### src/rtl/alu_pkg.sv
// rtl/alu_pkg.sv - shared ALU opcode constants, checker FSM state type and LUI shift
package alu_pkg;

    localparam logic [2:0] ALU_ADD = 3'b000;
    localparam logic [2:0] ALU_SUB = 3'b100;
    localparam logic [2:0] ALU_AND = 3'b001;
    localparam logic [2:0] ALU_OR  = 3'b101;
    localparam logic [2:0] ALU_XOR = 3'b010;
    localparam logic [2:0] ALU_LUI = 3'b110;

    localparam int LUI_SHIFT = 16;

    typedef enum logic [2:0] {
        ST_IDLE,
        ST_RUN,
        ST_DRAIN,
        ST_HALT,
        ST_DONE
    } chk_state_t;

endpackage

### src/rtl/alu_golden.sv
// rtl/alu_golden.sv - combinational golden ALU model
// Ports:
//   A, B        operands
//   op          ALU opcode
//   exp_result  expected result (0 for illegal opcodes)
//   exp_zero    expected zero flag
//   illegal     opcode has no defined operation
module alu_golden
    import alu_pkg::*;
#(
    parameter int WIDTH = 32
) (
    input  logic [WIDTH-1:0] A,
    input  logic [WIDTH-1:0] B,
    input  logic [2:0]       op,
    output logic [WIDTH-1:0] exp_result,
    output logic             exp_zero,
    output logic             illegal
);

    always_comb begin
        exp_result = '0;
        illegal    = 1'b0;
        case (op)
            ALU_ADD: exp_result = A + B;
            ALU_SUB: exp_result = A - B;
            ALU_AND: exp_result = A & B;
            ALU_OR:  exp_result = A | B;
            ALU_XOR: exp_result = A ^ B;
            ALU_LUI: exp_result = WIDTH'(B[15:0]) << LUI_SHIFT;
            default: illegal    = 1'b1;
        endcase
    end

    assign exp_zero = (exp_result == '0);

endmodule

### config.mk
export PLATFORM = sky130hd
export DESIGN_NAME = alu_golden
export DESIGN_NICKNAME = d
export VERILOG_FILES = /design/src/rtl/alu_pkg.sv /design/src/rtl/alu_golden.sv
export SDC_FILE = /design/constraint.sdc
export NUM_CORES = 1
export LEC_CHECK = 0
export ABC_CLOCK_PERIOD_IN_PS = 24500
export CORE_MARGIN = 5
export CORE_UTILIZATION = 49
export DETAILED_ROUTE_END_ITERATION = 7
export PLACE_DENSITY = 0.89
export SYNTH_ARGS = -nofsm -noshare
export SYNTH_HDL_FRONTEND = slang
export SYNTH_SLANG_ARGS = --single-unit
export TNS_END_PERCENT = 100
### constraint.sdc
create_clock -name vclk -period 24.5
set_input_delay 4.9 -clock vclk [all_inputs]
set_output_delay 4.9 -clock vclk [all_outputs]
set_load 0.03 [all_outputs]
==> results of run 1 <==
## worst paths after layout
path | depth (start not counted) | from | slack, ns | end
min | 5 | op[2] | 11.20 | exp_result[29]
max | 18 | op[0] | 8.04 | exp_zero
## worst min-delay path, delay by kind of cell
| kind | cells | cell delay (ns) |
|---|---|---|
| buffers and inverters | 3 | 1.10 |
| AND/OR/NAND/NOR | 1 | 0.14 |
| AO/OA/AOI/OAI | 1 | 0.14 |
## placed cells by master (no fill, tap or decap), types with 11 or more instances in the layout
cell             count
mux2i_1             14
clkdlybuf4s50_1    100
xnor2_1             43
ha_1                96
nor2_1              50
nand3_1             11
a21oi_1             58
o21ai_0             45
a21o_1              15
inv_1               81
nand2_1             57
## stage by stage
stage	cell area [µm²]	power, mW	utilization [%]
after floorplan	4536	0.1050	-
after global placement	5574	0.1606	60.90
after detailed placement	5574	0.1624	60.90
after CTS	5574	0.1635	60.90
after global routing	5574	0.1787	60.90
final	5574	0.1657	60.90
## logic make-up after synthesis
kind of cell	after synthesis
buffers and inverters	114
muxes	14
xor gates and xnor gates	53
AOI/OAI and AO/OA	211
adders and majority gates	97
and+or+nand+nor	183
## area by class of cell
| class | count | area, µm² |
|---|---|---|
| repair buffers | 107 | 1051 |
| inverters | 81 | 304.0 |
| well taps | 111 | 138.9 |
| fillers | 855 | 3578 |
| multi-input cells | 558 | 4080 |
## metal layers
metal / wire (µm) / GRT usage (%) / vias to the layer above
met1: 6868 / 35.08 / 2522
met5: 0 / 0 / -
li1: - / - / 2562
met3: 1239 / 4.007 / 54
met4: 665 / 9.436 / 0
met2: 8284 / 52.17 / 249
## power by group
| group | switching, mW | internal (mW) | total, mW |
|---|---|---|---|
| sequential | 0 | 0 | 0 |
| clock | 0 | 0 | 0 |
| combinational | 0.0982 | 0.0675 | 0.166 |
| total | 0.0982 | 0.0675 | 0.166 |
==> impl_metrics.csv, run 1 <==
group,metric,value,unit
outcome,status,"complete, no violations",
grt,grt_overflow,0,
synthesis,netlist_instances,672,
synthesis,syn-cell-area,4536,µm²
synthesis,yosysWarnings,0,
synthesis,yosys.area.top_type,"ha_1",
timing,layout_min_cycle_time,16.46,ns
worst_setup_path,cp-start-kind,"input pin",
timing,worst_pin_slew,0.9143,ns
placement,gp_congestion,0.9952,
synthesis,ys_seq_area_share,0,%
power,ir_drop,18.60,µV
synthesis,synth_top_family_by_area,"compound AO/OA/AOI/OAI gates",
finish,syn_to_final_growth,22.90,%
synthesis,syn_area_per_cell,6.749,µm²
placement,dp.cells,857,
power,power_leakage,2.550,nW
timing,hold_ws,11.20,ns
placement,io_buffers,101,
route,post-route-drc-count,0,
clock_tree,cts.repair.resized,0,
route,viasPerCell,6.286,
finish,drive_gt1_share,2.815,%
power,power_density,29.72,nW/µm²
worst_setup_path,critical_path.top_delay_family,"simple AND/OR/NAND/NOR gates",
timing,setup_viol,0,
route,wl_per_cell,19.90,µm
timing,max_freq,60.77,MHz
worst_setup_path,arrival,11.56,ns
die,dieArea,11280,µm²
finish,fin_cells,857,
worst_setup_path,cpMaxStageDelayCell,"and2_1",
route,wirelength,17060,µm
finish,diodes,0,
synthesis,synth_mux_area_share,3.090,%
grt,grt_pass1_vias,5236,
clock_tree,cts_setup_buffers,0,
worst_setup_path,critPathMaxStageDelay,0.78,ns
grt,antenna_found_initial,0,
route,ant_nets,0,
die,die_w,106.2,µm
timing,hold_viol,0,
synthesis,syn_nets,836,
placement,dp_hpwl,14030,µm
clock_tree,cts_hold_buf,0,
synthesis,synth_compound_area_share,30.15,%
grt,grt_pass1_wl,26660,µm
timing,layout_setup_ws,8.044,ns
synthesis,synth_xor_area_share,10.23,%
synthesis,synth.top_cells.by_area,"ha_1 (26%), xnor2_1 (8.3%), inv_1 (6.7%), a21oi_1 (6.4%), o21ai_0 (5.0%)",
die,die_h,106.2,µm
grt,globalRouteTotalUtil,28.94,%
worst_setup_path,cp.required,19.60,ns
timing,fin_tns_setup,0,ns
synthesis,synthAdderAreaFrac,26.92,%
timing,rsz0062_at_grt,"false",
finish,regArea,0,µm²
synthesis,netlist.area_leader.share,26.48,%
synthesis,synth-simple-area-share,19.56,%
finish,nFlopsAndLatches,0,
finish,clock_buffer_count,0,
timing,relSlewSlack,38.48,%
timing,finalCritPeriodShare,67.17,%
die,io-pin-count,101,
route,firstDrtPassIters,5,
placement,pre_cts_ws,8.198,ns
worst_setup_path,crit_chain,"clkdlybuf4s50_1, nor2_1, and2_1, a31oi_1, xnor2_1, ha_1, nand2_1, a211oi_1, o21ai_0, a211oi_1, o21ai_1, o21ba_2, xor2_1, o221ai_1, or3_2, or4_1, nor4_2, clkdlybuf4s50_1",
synthesis,synth_common_cells,"ha_1 (96), inv_1 (81), a21oi_1 (58)",
die,core-area,9153,µm²
finish,nets,912,
timing,drv_slew,0,
die,num_rows,35,
worst_hold_path,hold_path.class,"in2out",
route,vias,5387,
die,start_util,49.56,%
grt,grt_max_degree,72,
worst_setup_path,cp-end-kind,"primary output",
worst_setup_path,path_class,"in2out",
synthesis,synthDistinctLibCells,61,
job,max_cap_viol_count,0,
route,drt_iter0_markers,424,
synthesis,synth.most_common_cell,"ha_1",
worst_setup_path,worstPathMaxFanout,20,
worst_setup_path,cp_num_buf_inv,2,
(Power assumes the default switching activity.)
==> inputs of run 2 (changes only) <==
ABC_CLOCK_PERIOD_IN_PS = 14100   (was 24500)
PLACE_DENSITY = 0.92   (was 0.89)
clock period = 14.1 ns   (was 24.5 ns; I/O delays follow)
==> run 2 against run 1 <==
Sequential share of layout area is the same; clock-buffer cell count did not move; critical path depth decreased by 1; first-iteration DRC count shrank 4.2%; via count down 0.45%; setup slack worse by 6.5 ns; core utilization is 0.082 points lower; global-route usage down 2.8 points; combinational power grew 70%; die area is the same; cell count down 0.12%; critical path type unchanged; largest cell class unchanged; highest routed layer unchanged.
==> impl_metrics.csv, run 2 (synthesis gave the netlist of run 1 again) <==
group,metric,value,unit
grt,grt_max_degree,60,
worst_setup_path,cp-start-kind,"input pin",
route,drt_iter0_markers,406,
finish,diodes,0,
worst_setup_path,crit_chain,"clkdlybuf4s50_1, nor2_1, nand2_1, a21o_1, fa_1, nand2b_1, a211oi_1, o21ai_0, a211oi_1, o21ai_1, xnor2_1, o21ai_0, o22ai_1, or3_2, or4_1, nor4_2, clkdlybuf4s50_1",
worst_setup_path,cpMaxStageDelayCell,"nor2_1",
grt,grt_pass1_vias,5077,
route,firstDrtPassIters,5,
power,power_density,50.81,nW/µm²
timing,relSlewSlack,28.22,%
timing,worst_pin_slew,1.073,ns
worst_setup_path,arrival,9.75,ns
worst_setup_path,critical_path.top_delay_family,"simple AND/OR/NAND/NOR gates",
finish,mostFrequentLayoutCells,"clkdlybuf4s50_1 (100), ha_1 (96), inv_1 (81)",
die,io-pin-count,101,
worst_setup_path,cp_num_buf_inv,2,
die,core-area,9153,µm²
finish,clock_buffer_count,0,
finish,fillers,848,
power,total_power,0.2829,mW
route,viasPerCell,6.265,
outcome,status,"complete, no violations",
worst_hold_path,hold_path.class,"in2out",
route,wirelength,15580,µm
timing,finalCritPeriodShare,89.15,%
worst_setup_path,path_class,"in2out",
die,die_w,106.2,µm
finish,utilization,60.82,%
timing,setup_viol,0,
route,wl_per_cell,18.20,µm
clock_tree,cts_hold_buf,0,
grt,globalRouteTotalUtil,26.15,%
die,start_util,49.56,%
grt,antenna_found_initial,0,
finish,nFlopsAndLatches,0,
clock_tree,cts_setup_buffers,0,
timing,rsz0062_at_grt,"false",
timing,layout_min_cycle_time,12.57,ns
route,post-route-drc-count,0,
job,max_cap_viol_count,0,
grt,grt_pass1_wl,24420,µm
finish,regArea,0,µm²
finish,multi_input_area,4080,µm²
placement,gp_congestion,1.037,
worst_setup_path,cp.required,11.28,ns
worst_setup_path,worstPathMaxFanout,15,
route,ant_nets,0,
power,power_leakage,2.545,nW
worst_setup_path,critPathMaxStageDelay,0.94,ns
die,num_rows,35,
worst_setup_path,cp-end-kind,"primary output",
power,ir_drop,28.58,µV
timing,fin_tns_setup,0,ns
die,die_h,106.2,µm
route,vias,5363,
clock_tree,cts.repair.resized,0,
timing,max_freq,79.55,MHz
placement,dp_hpwl,12730,µm
grt,grt_overflow,0,
finish,layout_commonest_cell,"clkdlybuf4s50_1",
finish,nets,911,
finish,syn_to_final_growth,22.73,%
placement,io_buffers,101,
die,dieArea,11280,µm²
finish,drive_gt1_share,2.685,%
timing,hold_viol,0,
timing,drv_slew,0,
-- run 2: changes by cell type in the layout (fill, tap and decap cells not counted), sizes merged --
cell,delta
buf,-1
-- run 2: worst paths after layout --
check / slack (ns) / endpoint / depth (start not counted) / startpoint
setup / recovery: 1.53 / exp_zero / 17 / op[0]
hold / removal: 6.86 / exp_result[26] / 5 / op[2]
-- run 2: layout make-up --
| cell class | instances | share of cell area [%] |
|---|---|---|
| inverter | 81 | 5.462 |
| multi-input combinational | 558 | 73.30 |
| tap | 111 | 2.495 |
| timing repair buffer | 106 | 18.75 |
-- run 2: metal layers --
layer	vias up	global-route usage, %	part of all wire (%)
met1	2414	33.01	40
met4	0	9.713	4.4
li1	2546	-	-
met2	335	45.66	45
met3	68	2.672	10
met5	-	0	0
-- run 2: power breakdown --
| part | total, mW | internal, mW | switching (mW) |
|---|---|---|---|
| Clock | 0 | 0 | 0 |
| Sequential | 0 | 0 | 0 |
| Combinational | 0.283 | 0.117 | 0.166 |
-- run 2: stage by stage --
| step | hold slack, ns | instances | cell area, µm² | setup slack, ns |
|---|---|---|---|---|
| floorplan | 6.009 | 672 | 4536 | 2.845 |
| global placement | 6.825 | 856 | 5567 | 1.803 |
| detailed placement | 6.833 | 856 | 5567 | 1.747 |
| CTS | 6.843 | 856 | 5567 | 1.752 |
| global route | 6.902 | 856 | 5567 | 1.316 |
| finish | 6.863 | 856 | 5567 | 1.529 |
==> inputs of run 3 (changes only) <==
REMOVE_ABC_BUFFERS = 1   (was default)
==> run 3 against run 2 <==
Critical path depth is 1 higher; first-iteration DRC count is 8.6% higher; sequential cell count stayed put; power down 0.31%; non-clock buffer count rose by 1; cell count rose by 0.12%; largest power group unchanged.
==> impl_metrics.csv, run 3 (synthesis gave the netlist of run 1 again) <==
group,metric,value,unit
finish,diodes,0,
placement,gp_congestion,1.047,
finish,utilization,60.90,%
clock_tree,cts_hold_buf,0,
timing,max_freq,80.02,MHz
worst_hold_path,hold_path.class,"in2out",
route,ant_nets,0,
route,wl_per_cell,17.76,µm
power,ir_drop,26.61,µV
route,viasPerCell,6.156,
worst_setup_path,critPathMaxStageDelay,0.91,ns
die,dieArea,11280,µm²
grt,globalRouteTotalUtil,26.12,%
finish,layout_commonest_cell,"clkdlybuf4s50_1",
worst_hold_path,holdPathEnd,"exp_result[22]",
finish,regArea,0,µm²
worst_setup_path,cp_num_buf_inv,2,
grt,grt_pass1_vias,5104,
route,drt_iter0_markers,441,
die,die_h,106.2,µm
timing,fin_tns_setup,0,ns
worst_setup_path,crit_chain,"clkdlybuf4s50_1, nor2_1, and2_1, nor2_1, xnor2_1, ha_1, nand2b_1, a211oi_1, o21ai_0, a211oi_1, o21ai_1, o21ba_2, xor2_1, o221ai_1, or3_2, or4_1, nor4_2, clkdlybuf4s50_1",
die,num_rows,35,
timing,rsz0062_at_grt,"false",
worst_setup_path,cpMaxStageDelayCell,"nor2_1",
grt,grt_max_degree,54,
timing,setup_viol,0,
timing,relSlewSlack,29.54,%
power,power_density,50.59,nW/µm²
timing,hold_viol,0,
power,power_leakage,2.549,nW
worst_hold_path,hold_depth,4,
grt,grt_overflow,0,
worst_setup_path,critical_path.top_delay_family,"simple AND/OR/NAND/NOR gates",
route,firstDrtPassIters,5,
route,wirelength,15220,µm
clock_tree,cts.repair.resized,0,
finish,nFlopsAndLatches,0,
worst_setup_path,cp.required,11.28,ns
timing,worst_pin_slew,1.053,ns
timing,finalCritPeriodShare,88.63,%
finish,syn_to_final_growth,22.90,%
job,max_cap_viol_count,0,
die,die_w,106.2,µm
timing,layout_min_cycle_time,12.50,ns
die,io-pin-count,101,
clock_tree,cts_setup_buffers,0,
grt,grt_pass1_wl,24640,µm
finish,nets,912,
worst_setup_path,path_class,"in2out",
outcome,status,"complete, no violations",
placement,io_buffers,101,
worst_setup_path,arrival,9.68,ns
die,core-area,9153,µm²
worst_setup_path,cp-end-kind,"primary output",
grt,antenna_found_initial,0,
worst_setup_path,worstPathMaxFanout,20,
finish,drive_gt1_share,2.815,%
worst_hold_path,hp-start,"op[2]",
finish,clock_buffer_count,0,
route,post-route-drc-count,0,
route,vias,5276,
die,start_util,49.56,%
worst_setup_path,cp-start-kind,"input pin",
finish,mostFrequentLayoutCells,"clkdlybuf4s50_1 (100), ha_1 (96), inv_1 (81)",
timing,drv_slew,0,
placement,dp_hpwl,12490,µm
==> run 3: how the worst max path moves through the flow <==
stage                     start  endpoint  slack, ns  cells after the start
after global routing      op[0]  exp_zero       1.23                     18
after detailed placement  op[1]  exp_zero       1.76                     18
after global placement    op[0]  exp_zero       1.86                     18
after CTS                 op[1]  exp_zero       1.77                     18
final                     op[0]  exp_zero       1.60                     18
after floorplan           op[0]  exp_zero       3.51                     16
==> run 3: metal layers <==
metal	vias up	wire [µm]	global-route usage [%]
met5	-	0	0
met4	0	547	8.603
met3	49	1612	3.886
met2	273	6916	45.20
met1	2398	6144	33.01
li1	2556	-	-
==> run 3: stage by stage <==
step                hold slack (ns)  total power [mW]  setup WS [ns]  area (µm²)  cells
floorplan                     5.833            0.1767          3.512        4384    639
global placement              6.825            0.2750          1.865        5574    857
detailed placement            6.805            0.2763          1.763        5574    857
CTS                           6.812            0.2778          1.767        5574    857
global route                  6.934            0.3056          1.230        5574    857
finish                        6.831            0.2820          1.603        5574    857
==> run 3: tightest hold or removal path, cell delays in order <==
cell and delay [ns]:
buf_2 0.23, o21ai_0 0.21, o22ai_1 0.11, clkdlybuf4s50_1 0.63
==> run 3: power breakdown <==
part	internal, mW	total, mW	switching (mW)
clock network	0	0	0
logic	0.117	0.282	0.165
registers	0	0	0
total	0.117	0.282	0.165
==> run 3: area by class of cell <==
type,count,area [µm²]
Tap cell,111,138.9
Inverter,81,304.0
Timing Repair Buffer,107,1051
Fill cell,848,3578
Multi-Input combinational cell,558,4080
